===== config.mk =====
export PLATFORM = sky130hd
export DESIGN_NAME = vp_spec_ctrl
export DESIGN_NICKNAME = d
export VERILOG_FILES = /design/src/rtl/vp_pkg.sv /design/src/rtl/vp_conf_table.sv /design/src/rtl/vp_spec_ctrl.sv
export SDC_FILE = /design/constraint.sdc
export NUM_CORES = 1
export LEC_CHECK = 0
export BUFFER_PORTS_ARGS = -buffer_cell sky130_fd_sc_hd__buf_2
export CAP_MARGIN = 5
export CORE_MARGIN = 2
export CORE_UTILIZATION = 45
export DETAILED_ROUTE_END_ITERATION = 12
export PLACE_DENSITY = 0.68
export SLEW_MARGIN = 20
export SYNTH_ARGS = -nofsm -noshare
export SYNTH_HDL_FRONTEND = slang
export SYNTH_SLANG_ARGS = --single-unit

===== constraint.sdc =====
create_clock -name clk -period 3.4 [get_ports clk]
set_input_delay 0.68 -clock clk [delete_from_list [all_inputs] [get_ports clk]]
set_output_delay 0.68 -clock clk [all_outputs]
set_load 0.01 [all_outputs]

===== src/rtl/vp_pkg.sv =====
// Shared types and default parameters for the load value speculation controller.
package vp_pkg;

  localparam int VP_INDEX_WIDTH = 6;
  localparam int VP_CONF_BITS   = 2;
  localparam int VP_CONF_THRESH = 2;
  localparam int VP_MAX_WAIT    = 64;
  localparam int VP_STAT_WIDTH  = 16;
  localparam int VP_ADDR_WIDTH  = 32;
  localparam int VP_DATA_WIDTH  = 32;

  typedef enum logic [1:0] {IDLE, SPEC, WAIT, RECOVER} vp_state_t;
  typedef logic [VP_CONF_BITS-1:0] vp_conf_t;

endpackage


===== src/rtl/vp_conf_table.sv =====
// Per-PC saturating confidence counters: one combinational read, one inc/clear write.
module vp_conf_table #(
  parameter int INDEX_WIDTH = 6,
  parameter int CONF_BITS   = 2
) (
  input  logic                   clk,
  input  logic                   rst_n,
  input  logic [INDEX_WIDTH-1:0] rd_idx,
  output logic [CONF_BITS-1:0]   rd_conf,
  input  logic                   wr_en,
  input  logic [INDEX_WIDTH-1:0] wr_idx,
  input  logic                   wr_inc
);

  localparam int ENTRIES = 1 << INDEX_WIDTH;

  logic [CONF_BITS-1:0] conf_flat [ENTRIES];

  // Each entry is its own register so the whole table clears on reset.
  for (genvar gi = 0; gi < ENTRIES; gi++) begin : g_entry
    logic [CONF_BITS-1:0] cnt_reg;

    // Increment saturates at all-ones; a clear write returns the entry to zero.
    always_ff @(posedge clk or negedge rst_n) begin
      if (!rst_n) begin
        cnt_reg <= '0;
      end else if (wr_en && (wr_idx == INDEX_WIDTH'(gi))) begin
        if (!wr_inc)
          cnt_reg <= '0;
        else if (cnt_reg != '1)
          cnt_reg <= cnt_reg + CONF_BITS'(1);
      end
    end

    assign conf_flat[gi] = cnt_reg;
  end

  // Lookup reads the registered value, so a same-cycle write is not visible yet.
  assign rd_conf = conf_flat[rd_idx];

endmodule


===== src/rtl/vp_spec_ctrl.sv =====
// MEM-stage load value speculation sequencer: predict-or-stall on a miss,
// verify the fill, train the confidence table, and drive recovery.
module vp_spec_ctrl
  import vp_pkg::*;
#(
  parameter int INDEX_WIDTH = VP_INDEX_WIDTH,
  parameter int CONF_BITS   = VP_CONF_BITS,
  parameter int CONF_THRESH = VP_CONF_THRESH,
  parameter int MAX_WAIT    = VP_MAX_WAIT,
  parameter int STAT_WIDTH  = VP_STAT_WIDTH,
  parameter int ADDR_WIDTH  = VP_ADDR_WIDTH,
  parameter int DATA_WIDTH  = VP_DATA_WIDTH
) (
  input  logic                  clk,
  input  logic                  rst_n,
  input  logic                  load_miss_valid,
  input  logic [ADDR_WIDTH-1:0] load_pc,
  input  logic [DATA_WIDTH-1:0] pred_data,
  input  logic                  cache_rsp_valid,
  input  logic [DATA_WIDTH-1:0] cache_rsp_data,
  input  logic                  recovery_done,
  output logic                  vp_use,
  output logic [DATA_WIDTH-1:0] vp_value,
  output logic                  stall_req,
  output logic                  recover,
  output logic [ADDR_WIDTH-1:0] recover_pc,
  output logic                  commit,
  output logic                  timeout_err,
  output logic [STAT_WIDTH-1:0] pred_count,
  output logic [STAT_WIDTH-1:0] mispred_count
);

  localparam int WAIT_W = (MAX_WAIT > 2) ? $clog2(MAX_WAIT) : 1;
  localparam logic [WAIT_W-1:0] WAIT_LAST = WAIT_W'(MAX_WAIT - 1);

  vp_state_t             state_reg, state_next;
  logic [ADDR_WIDTH-1:0] pc_reg, pc_next;
  logic [DATA_WIDTH-1:0] val_reg, val_next;
  logic [ADDR_WIDTH-1:0] recover_pc_reg, recover_pc_next;
  logic [WAIT_W-1:0]     wait_reg, wait_next;
  logic                  vp_use_reg, vp_use_next;
  logic                  commit_reg, commit_next;
  logic                  recover_reg, recover_next;
  logic                  timeout_reg, timeout_next;
  logic [STAT_WIDTH-1:0] pred_cnt_reg, pred_cnt_next;
  logic [STAT_WIDTH-1:0] mispred_cnt_reg, mispred_cnt_next;

  logic [CONF_BITS-1:0]   rd_conf;
  logic                   tbl_wr_en;
  logic                   tbl_wr_inc;
  logic [INDEX_WIDTH-1:0] rd_idx;
  logic [INDEX_WIDTH-1:0] wr_idx;

  // Lookup uses the incoming miss PC; training always targets the captured PC.
  assign rd_idx = load_pc[INDEX_WIDTH+1:2];
  assign wr_idx = pc_reg[INDEX_WIDTH+1:2];

  vp_conf_table #(
    .INDEX_WIDTH (INDEX_WIDTH),
    .CONF_BITS   (CONF_BITS)
  ) u_conf_table (
    .clk     (clk),
    .rst_n   (rst_n),
    .rd_idx  (rd_idx),
    .rd_conf (rd_conf),
    .wr_en   (tbl_wr_en),
    .wr_idx  (wr_idx),
    .wr_inc  (tbl_wr_inc)
  );

  // State and datapath registers; pulses are registered so they last one cycle.
  always_ff @(posedge clk or negedge rst_n) begin
    if (!rst_n) begin
      state_reg       <= IDLE;
      pc_reg          <= '0;
      val_reg         <= '0;
      recover_pc_reg  <= '0;
      wait_reg        <= '0;
      vp_use_reg      <= 1'b0;
      commit_reg      <= 1'b0;
      recover_reg     <= 1'b0;
      timeout_reg     <= 1'b0;
      pred_cnt_reg    <= '0;
      mispred_cnt_reg <= '0;
    end else begin
      state_reg       <= state_next;
      pc_reg          <= pc_next;
      val_reg         <= val_next;
      recover_pc_reg  <= recover_pc_next;
      wait_reg        <= wait_next;
      vp_use_reg      <= vp_use_next;
      commit_reg      <= commit_next;
      recover_reg     <= recover_next;
      timeout_reg     <= timeout_next;
      pred_cnt_reg    <= pred_cnt_next;
      mispred_cnt_reg <= mispred_cnt_next;
    end
  end

  // Next-state, training and stall decisions for the single outstanding speculation.
  always_comb begin
    state_next       = state_reg;
    pc_next          = pc_reg;
    val_next         = val_reg;
    recover_pc_next  = recover_pc_reg;
    wait_next        = wait_reg;
    vp_use_next      = 1'b0;
    commit_next      = 1'b0;
    recover_next     = 1'b0;
    timeout_next     = timeout_reg;
    pred_cnt_next    = pred_cnt_reg;
    mispred_cnt_next = mispred_cnt_reg;
    tbl_wr_en        = 1'b0;
    tbl_wr_inc       = 1'b0;
    stall_req        = 1'b0;

    case (state_reg)
      IDLE: begin
        if (load_miss_valid) begin
          pc_next   = load_pc;
          val_next  = pred_data;
          wait_next = '0;
          if (int'(rd_conf) >= CONF_THRESH) begin
            vp_use_next = 1'b1;
            if (pred_cnt_reg != '1)
              pred_cnt_next = pred_cnt_reg + STAT_WIDTH'(1);
            state_next = SPEC;
          end else begin
            state_next = WAIT;
          end
        end
      end

      SPEC: begin
        // Hold off a younger miss while the predicted load is still unverified.
        stall_req = load_miss_valid;
        if (cache_rsp_valid || (wait_reg == WAIT_LAST)) begin
          tbl_wr_en = 1'b1;
          if (cache_rsp_valid && (cache_rsp_data == val_reg)) begin
            tbl_wr_inc  = 1'b1;
            commit_next = 1'b1;
            state_next  = IDLE;
          end else begin
            // Wrong value, or no fill in time: both squash and reset confidence.
            tbl_wr_inc      = 1'b0;
            recover_next    = 1'b1;
            recover_pc_next = pc_reg;
            if (mispred_cnt_reg != '1)
              mispred_cnt_next = mispred_cnt_reg + STAT_WIDTH'(1);
            if (!cache_rsp_valid)
              timeout_next = 1'b1;
            state_next = RECOVER;
          end
        end else begin
          wait_next = wait_reg + WAIT_W'(1);
        end
      end

      WAIT: begin
        stall_req = 1'b1;
        if (cache_rsp_valid) begin
          tbl_wr_en  = 1'b1;
          tbl_wr_inc = (cache_rsp_data == val_reg);
          state_next = IDLE;
        end else if (wait_reg == WAIT_LAST) begin
          timeout_next = 1'b1;
          state_next   = IDLE;
        end else begin
          wait_next = wait_reg + WAIT_W'(1);
        end
      end

      RECOVER: begin
        stall_req = 1'b1;
        if (recovery_done)
          state_next = IDLE;
      end

      default: begin
        state_next = IDLE;
      end
    endcase
  end

  assign vp_use        = vp_use_reg;
  assign vp_value      = val_reg;
  assign commit        = commit_reg;
  assign recover       = recover_reg;
  assign recover_pc    = recover_pc_reg;
  assign timeout_err   = timeout_reg;
  assign pred_count    = pred_cnt_reg;
  assign mispred_count = mispred_cnt_reg;

endmodule


# == Yosys cells after proc, flatten, opt, wreduce, memory -nomap -nowiden ==
# Cells that the tools add are included.
# classes
n_addsub,67
magnitude_cmp,2
n_eq_ne,208
muxes,165
bitwise,2
reduce_logical,142
# op_table
cell,count
$mux W2,137
$ne A2 B2 Y1 const B,137
$eq A6 B6 Y1 const B,33
$reduce_and A2 Y1,65
$add A2 B1 Y2 const B,64
$eq A6 B5 Y1 const B,16
$logic_and A1 B1 Y1,65
$eq A6 B4 Y1 const B,8
$add A16 B1 Y16 const B,2
$eq A32 B32 Y1,1
$ne A16 B16 Y1 const B,2
$eq A6 B3 Y1 const B,4
$mux W6,4
$pmux W6 S3,1
$mux W1,17
$bmux W2 S6,1
$eq A6 B2 Y1 const B,2
$reduce_and A4 Y1,3
$pmux W1 S2,4
$pmux W2 S4,1
$ge A7 B7 Y1 const B,1
$not A6 Y7,1
$add A6 B1 Y6 const B,1
$eq A6 B1 Y1 const B,1
14 further kinds,15
# totals
ff_bits,268
in_bits,101
output_inout_bits,101
word_cells,661

# == Logic depth before layout (Yosys ltp) ==
# Gate-level depths: netlist (run 1).
# depth
depth_word,8
ltp_mapped,11
mapped_depth_nobuf,9

# == Modules after synthesis ==
# Synthesis (run 1) repeated with hierarchy kept, for this count alone.
# unflattened
hier_cells,1359
hier_area_um2,15082.0
# by_module_without_submodules
module,instances,cells_each,area_each_um2,seq_area_each_um2
vp_conf_table,1,890,8750.9,3203.1
vp_spec_ctrl,1,469,6331.1,3503.4

# == Worst setup path before layout (run 1) ==
# OpenSTA, ideal clock, no wires.
# synth_timing
path_type,input port to flip-flop
start,input port cache_rsp_data[29]
end,register u_conf_table.g_entry[35].cnt_reg[0]
setup_ps,92
arrival_ps,2654
t_required_ps,3308
slack_ps,654
stages,8
n_path_buf,2
path_cell_list,xor2_1 nor4_2 nand4_2 or4_1 buf_2 buf_6 or3_1 o31ai_2
# synth_via
elab_chain_cells,7
elab_cells_between_ends,9
cone_classes,eq/ne (2); mux (5); reduce/logical (2)
# synth_rtl
element,line,text
from (decl),vp_spec_ctrl.sv:20,"input logic [DATA_WIDTH-1:0] cache_rsp_data,"
$eq A32 B32 Y1 *,"vp_spec_ctrl.sv:139, vp_spec_ctrl.sv:163",
$logic_and A1 B1 Y1,vp_spec_ctrl.sv:139,if (cache_rsp_valid && (cache_rsp_data == val_reg)) begin
$mux W1,vp_spec_ctrl.sv:139,
$mux W1,vp_spec_ctrl.sv:137,if (cache_rsp_valid || (wait_reg == WAIT_LAST)) begin
$pmux W1 S2 *,vp_spec_ctrl.sv:117,case (state_reg)
$ne A2 B2 Y1 (no line),n/a,
$reduce_and A2 Y1 (no line),n/a,
to (signal assigned),vp_conf_table.sv:31,cnt_reg <= cnt_reg + CONF_BITS'(1);
to (decl),vp_conf_table.sv:21,logic [CONF_BITS-1:0] cnt_reg;
# Every way passes the cells marked *; elsewhere a longest branch is shown, timed or not.
# A chain may end at the register's enable or synchronous reset.

# == Worst setup path after layout (run 1) ==
# layout_timing
start,register state_reg[1]
end,register u_conf_table.g_entry[0].cnt_reg[0]
# layout_via
elab_chain_cells,4
elab_cells_between_ends,8
cone_classes,eq/ne (3); mux (3); reduce/logical (2)
# layout_rtl
element,line,text
from (decl),vp_spec_ctrl.sv:36,"vp_state_t state_reg, state_next;"
from (signal assigned),vp_spec_ctrl.sv:86,state_reg <= state_next;
$eq A2 B2 Y1 / $eq A2 B1 Y1 (equally long branches),vp_spec_ctrl.sv:117,
$pmux W1 S2,vp_spec_ctrl.sv:117,
$ne A2 B2 Y1 (no line) / $logic_and A1 B1 Y1 (equally long branches),n/a,
$reduce_and A2 Y1 (no line),n/a,
to (signal assigned),vp_conf_table.sv:31,
to (decl),vp_conf_table.sv:21,
# Several ways; a longest one is shown, not always the timed one.

==> results of run 1 <==
==> cell usage after synthesis (6+ instances only) <==
| cell type | instances |
|---|---|
| mux2_2 | 94 |
| or4_1 | 6 |
| xor2_1 | 42 |
| nand2_1 | 166 |
| inv_1 | 42 |
| mux4_2 | 10 |
| a22o_1 | 7 |
| nand3_1 | 77 |
| buf_2 | 9 |
| nor4_1 | 21 |
| a211oi_1 | 32 |
| a21oi_1 | 17 |
| nand4_1 | 7 |
| clkbuf_1 | 35 |
| dfrtp_1 | 268 |
| nor2_1 | 80 |
| o31ai_1 | 10 |
| mux2i_1 | 52 |
| ha_1 | 73 |
| nor3b_1 | 6 |
| a211o_1 | 31 |
| o21ai_0 | 73 |
| and4_1 | 6 |
| nor3_1 | 13 |
| nor2b_1 | 7 |
| a21o_1 | 6 |
| xnor2_1 | 17 |
==> routing by layer <==
| metal | share of wire | wire length, um |
|---|---|---|
| met3 | 0.050 | 1685 |
| met2 | 0.49 | 16650 |
| met5 | 0 | 0 |
| met4 | 0.027 | 912 |
| met1 | 0.43 | 14690 |
==> final cells by class <==
| cell class | instances | area [sq um] | share of cell area |
|---|---|---|---|
| Multi-Input combinational cell | 914 | 6630 | 0.4055 |
| Clock inverter | 14 | 152.6 | 0.009335 |
| Sequential cell | 268 | 6706 | 0.4101 |
| Timing Repair Buffer | 239 | 1426 | 0.08723 |
| Tap cell | 390 | 488.0 | 0.02984 |
| Inverter | 43 | 161.4 | 0.009871 |
| Clock buffer | 40 | 787.0 | 0.04813 |
==> layout by cell type, fill, tap and decap left out, drive strengths merged, types with 25 or more instances in the layout <==
cell	count
a211oi	32
clkbuf	40
dfrtp	268
xor2	42
nand2	166
a211o	31
buf	239
mux2i	52
nor2	84
o21ai	78
ha	73
nor4	25
nand3	77
inv	44
mux2	95
==> power by group through the flow <==
stage | Combinational (mW) | Sequential (mW) | Clock (mW)
3_3_place_gp | 3.17 | 4.66 | 0
3_5_place_dp | 3.25 | 4.70 | 0
4_1_cts | 3.26 | 4.65 | 3.21
5_1_grt | 3.56 | 4.76 | 3.35
2_1_floorplan | 1.93 | 4.69 | 0
6_report | 3.23 | 4.65 | 3.15
==> path summary, 6_finish.rpt <==
path                                     startpoint                                              end  cells after the start
setup reg to reg           state_reg[1]$_DFFE_PN0P_   u_conf_table.g_entry[0].cnt_reg[0]$_DFFE_PN0P_                      8
hold / removal                                rst_n                         vp_value[30]$_DFFE_PN0P_                      1
hold reg to reg             timeout_err$_DFFE_PN0P_                          timeout_err$_DFFE_PN0P_                      1
min in group clk                        load_pc[10]                           pc_reg[10]$_DFFE_PN0P_                      2
setup / recovery           state_reg[1]$_DFFE_PN0P_   u_conf_table.g_entry[0].cnt_reg[0]$_DFFE_PN0P_                      8
max in group asynchronous                     rst_n  u_conf_table.g_entry[56].cnt_reg[0]$_DFFE_PN0P_                      2
==> cells by family after synthesis <==
family          count (synthesis)  synth area share
simple gates                  427            0.1483
fa+ha+maj                      73           0.06657
compound gates                198           0.09685
xor+xnor                       59           0.03766
mux                           157            0.1323
buf+inv                        97           0.02955
flops                         268            0.4888
==> impl_metrics.json, run 1 <==
{
  "synth-async-reset-ratio": 1.000,
  "tightest_slew_ps": 1036,
  "largest_reg_flops": 128,
  "numCtsBuffers": 29,
  "synth_edf_count": 0,
  "n_fill_cell": 2552,
  "critPathMaxFanout": 11,
  "seqPwrFrac": 0.422,
  "htreeDepth": 1,
  "grt_pass1_wl_mm": 55.06,
  "fin_worst_skew_ps": 13.32,
  "finalCritPeriodShare": 0.8712,
  "setup_viol": 0,
  "dpl.cell_count": 1854,
  "gp_congestion": 0.8151,
  "finalHoldViolCount": 0,
  "max-vdd-ir-drop_mv": 0.5754,
  "drtAntennaViolNets": 0,
  "busiest_layer": "met2",
  "routedWlPerCell_um": 17.78,
  "status": "finished, final reports clean",
  "critPathMostFrequentCell": "inv_1",
  "first_pass_iters": 5,
  "final_util": 0.5488,
  "syn_area_sq_um": 13720,
  "netlist_instances": 1279,
  "die-area_sq_um": 31900,
  "post_cts_buffers": 0,
  "critPathKind": "reg2reg",
  "ios": 202,
  "whs_ps": 115.9,
  "power_density_nw_per_um2": 675.0,
  "p_int_mw": 7.285,
  "max_freq_ghz": 0.3376,
  "fin_nets": 1669,
  "postCtsResizedCells": 0,
  "die_w_um": 178.6,
  "synth.avg_cell_area_sq_um": 10.73,
  "start_util": 0.4605,
  "ys_seq_elements": 268,
  "grt.met2_usage": 0.3615,
  "grt.met1_usage": 0.2929,
  "p_leak_nw": 7.906,
  "combPwrFrac": 0.293,
  "gr-total-overflow": 0,
  "required_ps": 3870,
  "area_delta_synth_final_pct": 19.18,
  "worstHoldPathType": "in2async",
  "cpPeakStageDelay_ps": 580,
  "synth_cell_types": 61,
  "relSlewSlack": 0.3093,
  "path_delay_family": "simple AND/OR/NAND/NOR gates",
  "syn_nets": 1453,
  "p_sw_mw": 3.753,
  "fin_ws_ps": 437.8,
  "pwr-share-clk": 0.286,
  "first_iter_violations": 767,
  "crit_chain": "inv_1 -> ha_1 -> inv_1 -> o31ai_1 -> and2_1 -> nand3_1 -> or4_1 -> o21ai_0",
  "yosysTopAreaCell": "dfrtp_1",
  "power.total_mw": 11.04,
  "finalSetupTns_ps": 0,
  "clockRootBuffer": "clkbuf_16",
  "via_count": 10670,
  "clkLatencyLatePin_ps": 550,
  "grt_max_degree": 89,
  "viasPerCell": 5.592,
  "start_kind": "flop",
  "critPathArrivalTime_ps": 3440,
  "rsz0062_at_grt": "no",
  "endpoint_kind": "flop",
  "cap_violations": 0,
  "rows": 63,
  "antenna_cells": 0,
  "finalNonFillerCells": 1908,
  "antenna_found_initial": 0,
  "slowest_stage": "or4_1",
  "core_sq_um": 29800,
  "clock_path_buffers": 3,
  "drc": 0,
  "synthFlopType": "dfrtp_1",
  "placed_area_sq_um": 15410,
  "grt_usage": 0.2165,
  "cts_tree": "built",
  "cts-hold-fix-buffers": 0,
  "grt_pass1_vias": 10510,
  "final_cell_area_sq_um": 16350,
  "yosys_warnings": 0,
  "yosysSeqAreaShare": 0.4888,
  "die_h_um": 178.6,
  "ff2ff_setup_slack_ps": 440,
  "wirelength_mm": 33.93,
  "synth_area_leaders": "dfrtp_1 49%, mux2_2 7.7%, ha_1 6.7%",
  "layout-drive-gt1-share": 0.2675,
  "place_ws_ps": 220.4,
  "dp_hpwl_mm": 24.10,
  "crit_buf_inv": 2,
  "clk_pin_slew_worst_paths_ps": 60,
  "clkSinkCount": 268,
  "yosys.area.top_type_share": 0.4888,
  "drv_slew": 0,
  "netSwitchingFraction": 0.3400,
  "grt_use_met3": 0.02920,
  "port_buffers": 201,
  "period_minus_slack_ps": 2962
}
Power figures use the tool's default switching activity.
==> inputs of run 2 (changes only) <==
CAP_MARGIN = 0   (was 5)
REMOVE_ABC_BUFFERS = 1   (was not set)
==> run 2 against run 1 <==
- sequential share of layout area increased by 0.20 points
- critical path depth did not move
- hold slack better by 37 ps
- combinational power fell by 1%
- sequential power is essentially flat
- sequential cell count did not move
- total power barely moved
- global-route usage decreased by 0.59 points
- register-to-register slack hardly changed
- critical path type unchanged
==> impl_metrics.json, run 2 (synthesis results as in run 1) <==
{
  "status": "finished, final reports clean",
  "dpl.cell_count": 1847,
  "endpoint_kind": "flop",
  "largest_reg_flops": 128,
  "p_leak_nw": 7.859,
  "cts_tree": "built",
  "power_density_nw_per_um2": 679.0,
  "viasPerCell": 5.536,
  "rows": 63,
  "whs_ps": 152.6,
  "relSlewSlack": 0.3664,
  "antenna_cells": 0,
  "dp_hpwl_mm": 23.67,
  "critPathMaxFanout": 11,
  "first_iter_violations": 548,
  "gp_congestion": 0.8472,
  "critPathArrivalTime_ps": 3430,
  "crit_chain": "inv_1 -> ha_1 -> inv_1 -> o31ai_1 -> and2_1 -> nand3_1 -> or4_1 -> o21ai_0",
  "layout-drive-gt1-share": 0.2621,
  "clockRootBuffer": "clkbuf_16",
  "seq_area_sq_um": 6706,
  "cpPeakStageDelay_ps": 590,
  "clkLatencyLatePin_ps": 560,
  "wirelength_mm": 33.43,
  "layout_commonest_cell": "dfrtp_1",
  "crit_buf_inv": 2,
  "fin_ws_ps": 425.1,
  "max-vdd-ir-drop_mv": 0.4944,
  "drv_slew": 0,
  "multiInputGateArea_sq_um": 6630,
  "drc": 0,
  "die_h_um": 178.6,
  "max_freq_ghz": 0.3361,
  "fin_nets": 1663,
  "clk_pin_slew_worst_paths_ps": 60,
  "grt_usage": 0.2106,
  "fin_worst_skew_ps": 18.62,
  "ios": 202,
  "numCtsBuffers": 30,
  "slowest_stage": "or4_1",
  "path_delay_family": "simple AND/OR/NAND/NOR gates",
  "antenna_found_initial": 0,
  "cp-startpoint": "state_reg[1]$_DFFE_PN0P_",
  "clock_path_buffers": 3,
  "worstHoldPathType": "in2async",
  "finalCritPeriodShare": 0.8750,
  "postCtsResizedCells": 0,
  "via_count": 10520,
  "place_ws_ps": 228.7,
  "routedWlPerCell_um": 17.58,
  "cap_violations": 0,
  "cts-hold-fix-buffers": 0,
  "core_sq_um": 29800,
  "grt_pass1_wl_mm": 54.21,
  "tightest_slew_ps": 950.3,
  "grt_pass1_vias": 10600,
  "port_buffers": 201,
  "finalHoldViolCount": 0,
  "power.total_mw": 11.05,
  "grt_max_degree": 97,
  "die_w_um": 178.6,
  "setup_viol": 0,
  "required_ps": 3860,
  "period_minus_slack_ps": 2975,
  "area_delta_synth_final_pct": 18.58,
  "start_util": 0.4605,
  "final_cell_area_sq_um": 16270,
  "mostFrequentLayoutCells": "268 x dfrtp_1, 200 x buf_2, 165 x nand2_1",
  "drtAntennaViolNets": 0,
  "clkSinkCount": 268,
  "gr-total-overflow": 0,
  "rsz0062_at_grt": "no",
  "placed_area_sq_um": 15300,
  "htreeDepth": 1,
  "n_fill_cell": 2592,
  "critPathKind": "reg2reg",
  "start_kind": "flop",
  "post_cts_buffers": 0,
  "critPathMostFrequentCell": "inv_1",
  "finalNonFillerCells": 1901,
  "r2r-start": "state_reg[1]$_DFFE_PN0P_",
  "first_pass_iters": 5,
  "die-area_sq_um": 31900
}
## run 2: path summary, 6_finish.rpt
check / to / slack (ps) / cells past startpoint
worst max-delay path: u_conf_table.g_entry[0].cnt_reg[0]$_DFFE_PN0P_ / 430 / 8
worst min register to register: recover_pc[4]$_DFFE_PN0P_ / 470 / 2
worst min-delay path: u_conf_table.g_entry[12].cnt_reg[0]$_DFFE_PN0P_ / 150 / 1
max in group asynchronous: pc_reg[12]$_DFFE_PN0P_ / 2440 / 2
min in group clk: vp_value[31]$_DFFE_PN0P_ / 350 / 2
worst max register to register: u_conf_table.g_entry[0].cnt_reg[0]$_DFFE_PN0P_ / 430 / 8
## run 2: cell type report
type,count,area share
timing repair buffer,232,0.08059
multi-input combinational,914,0.4075
clock buffer,48,0.05398
tap,390,0.02999
clock inverter,6,0.005844
inverter,43,0.009920
sequential,268,0.4122
## run 2: per-layer routing
layer / share of wire / routed length (um) / GRT usage / up-vias
li1: - / - / - / 5009
met1: 0.44 / 14660 / 0.2805 / 5146
met2: 0.47 / 15780 / 0.3517 / 320
met3: 0.069 / 2303 / 0.04774 / 48
met4: 0.021 / 688 / 0.04607 / 0
met5: 0 / 0 / 0 / -
## run 2: through the flow
stage | TNS [ps] | util
2_1_floorplan | -172220 | -
3_3_place_gp | 0 | 0.5134
3_5_place_dp | 0 | 0.5134
4_1_cts | 0 | 0.5461
5_1_grt | 0 | 0.5461
6_report | 0 | 0.5461
## run 2: worst reg2reg max path, delay by kind of cell, from the launching register on
kind / cells / cell delay (ps)
and+or+nand+nor: 3 / 1400
AOI/OAI and AO/OA: 2 / 500
DFF: 1 / 430
adders and majority gates: 1 / 330
buffers and inverters: 2 / 230
## run 2: where the power goes
part | total [mW] | leakage, nW | switching [mW] | internal [mW]
sequential | 4.67 | 3.37 | 0.683 | 3.98
clock | 3.19 | 0.474 | 1.28 | 1.91
combinational | 3.19 | 4.01 | 1.75 | 1.44
total | 11.0 | 7.86 | 3.72 | 7.33
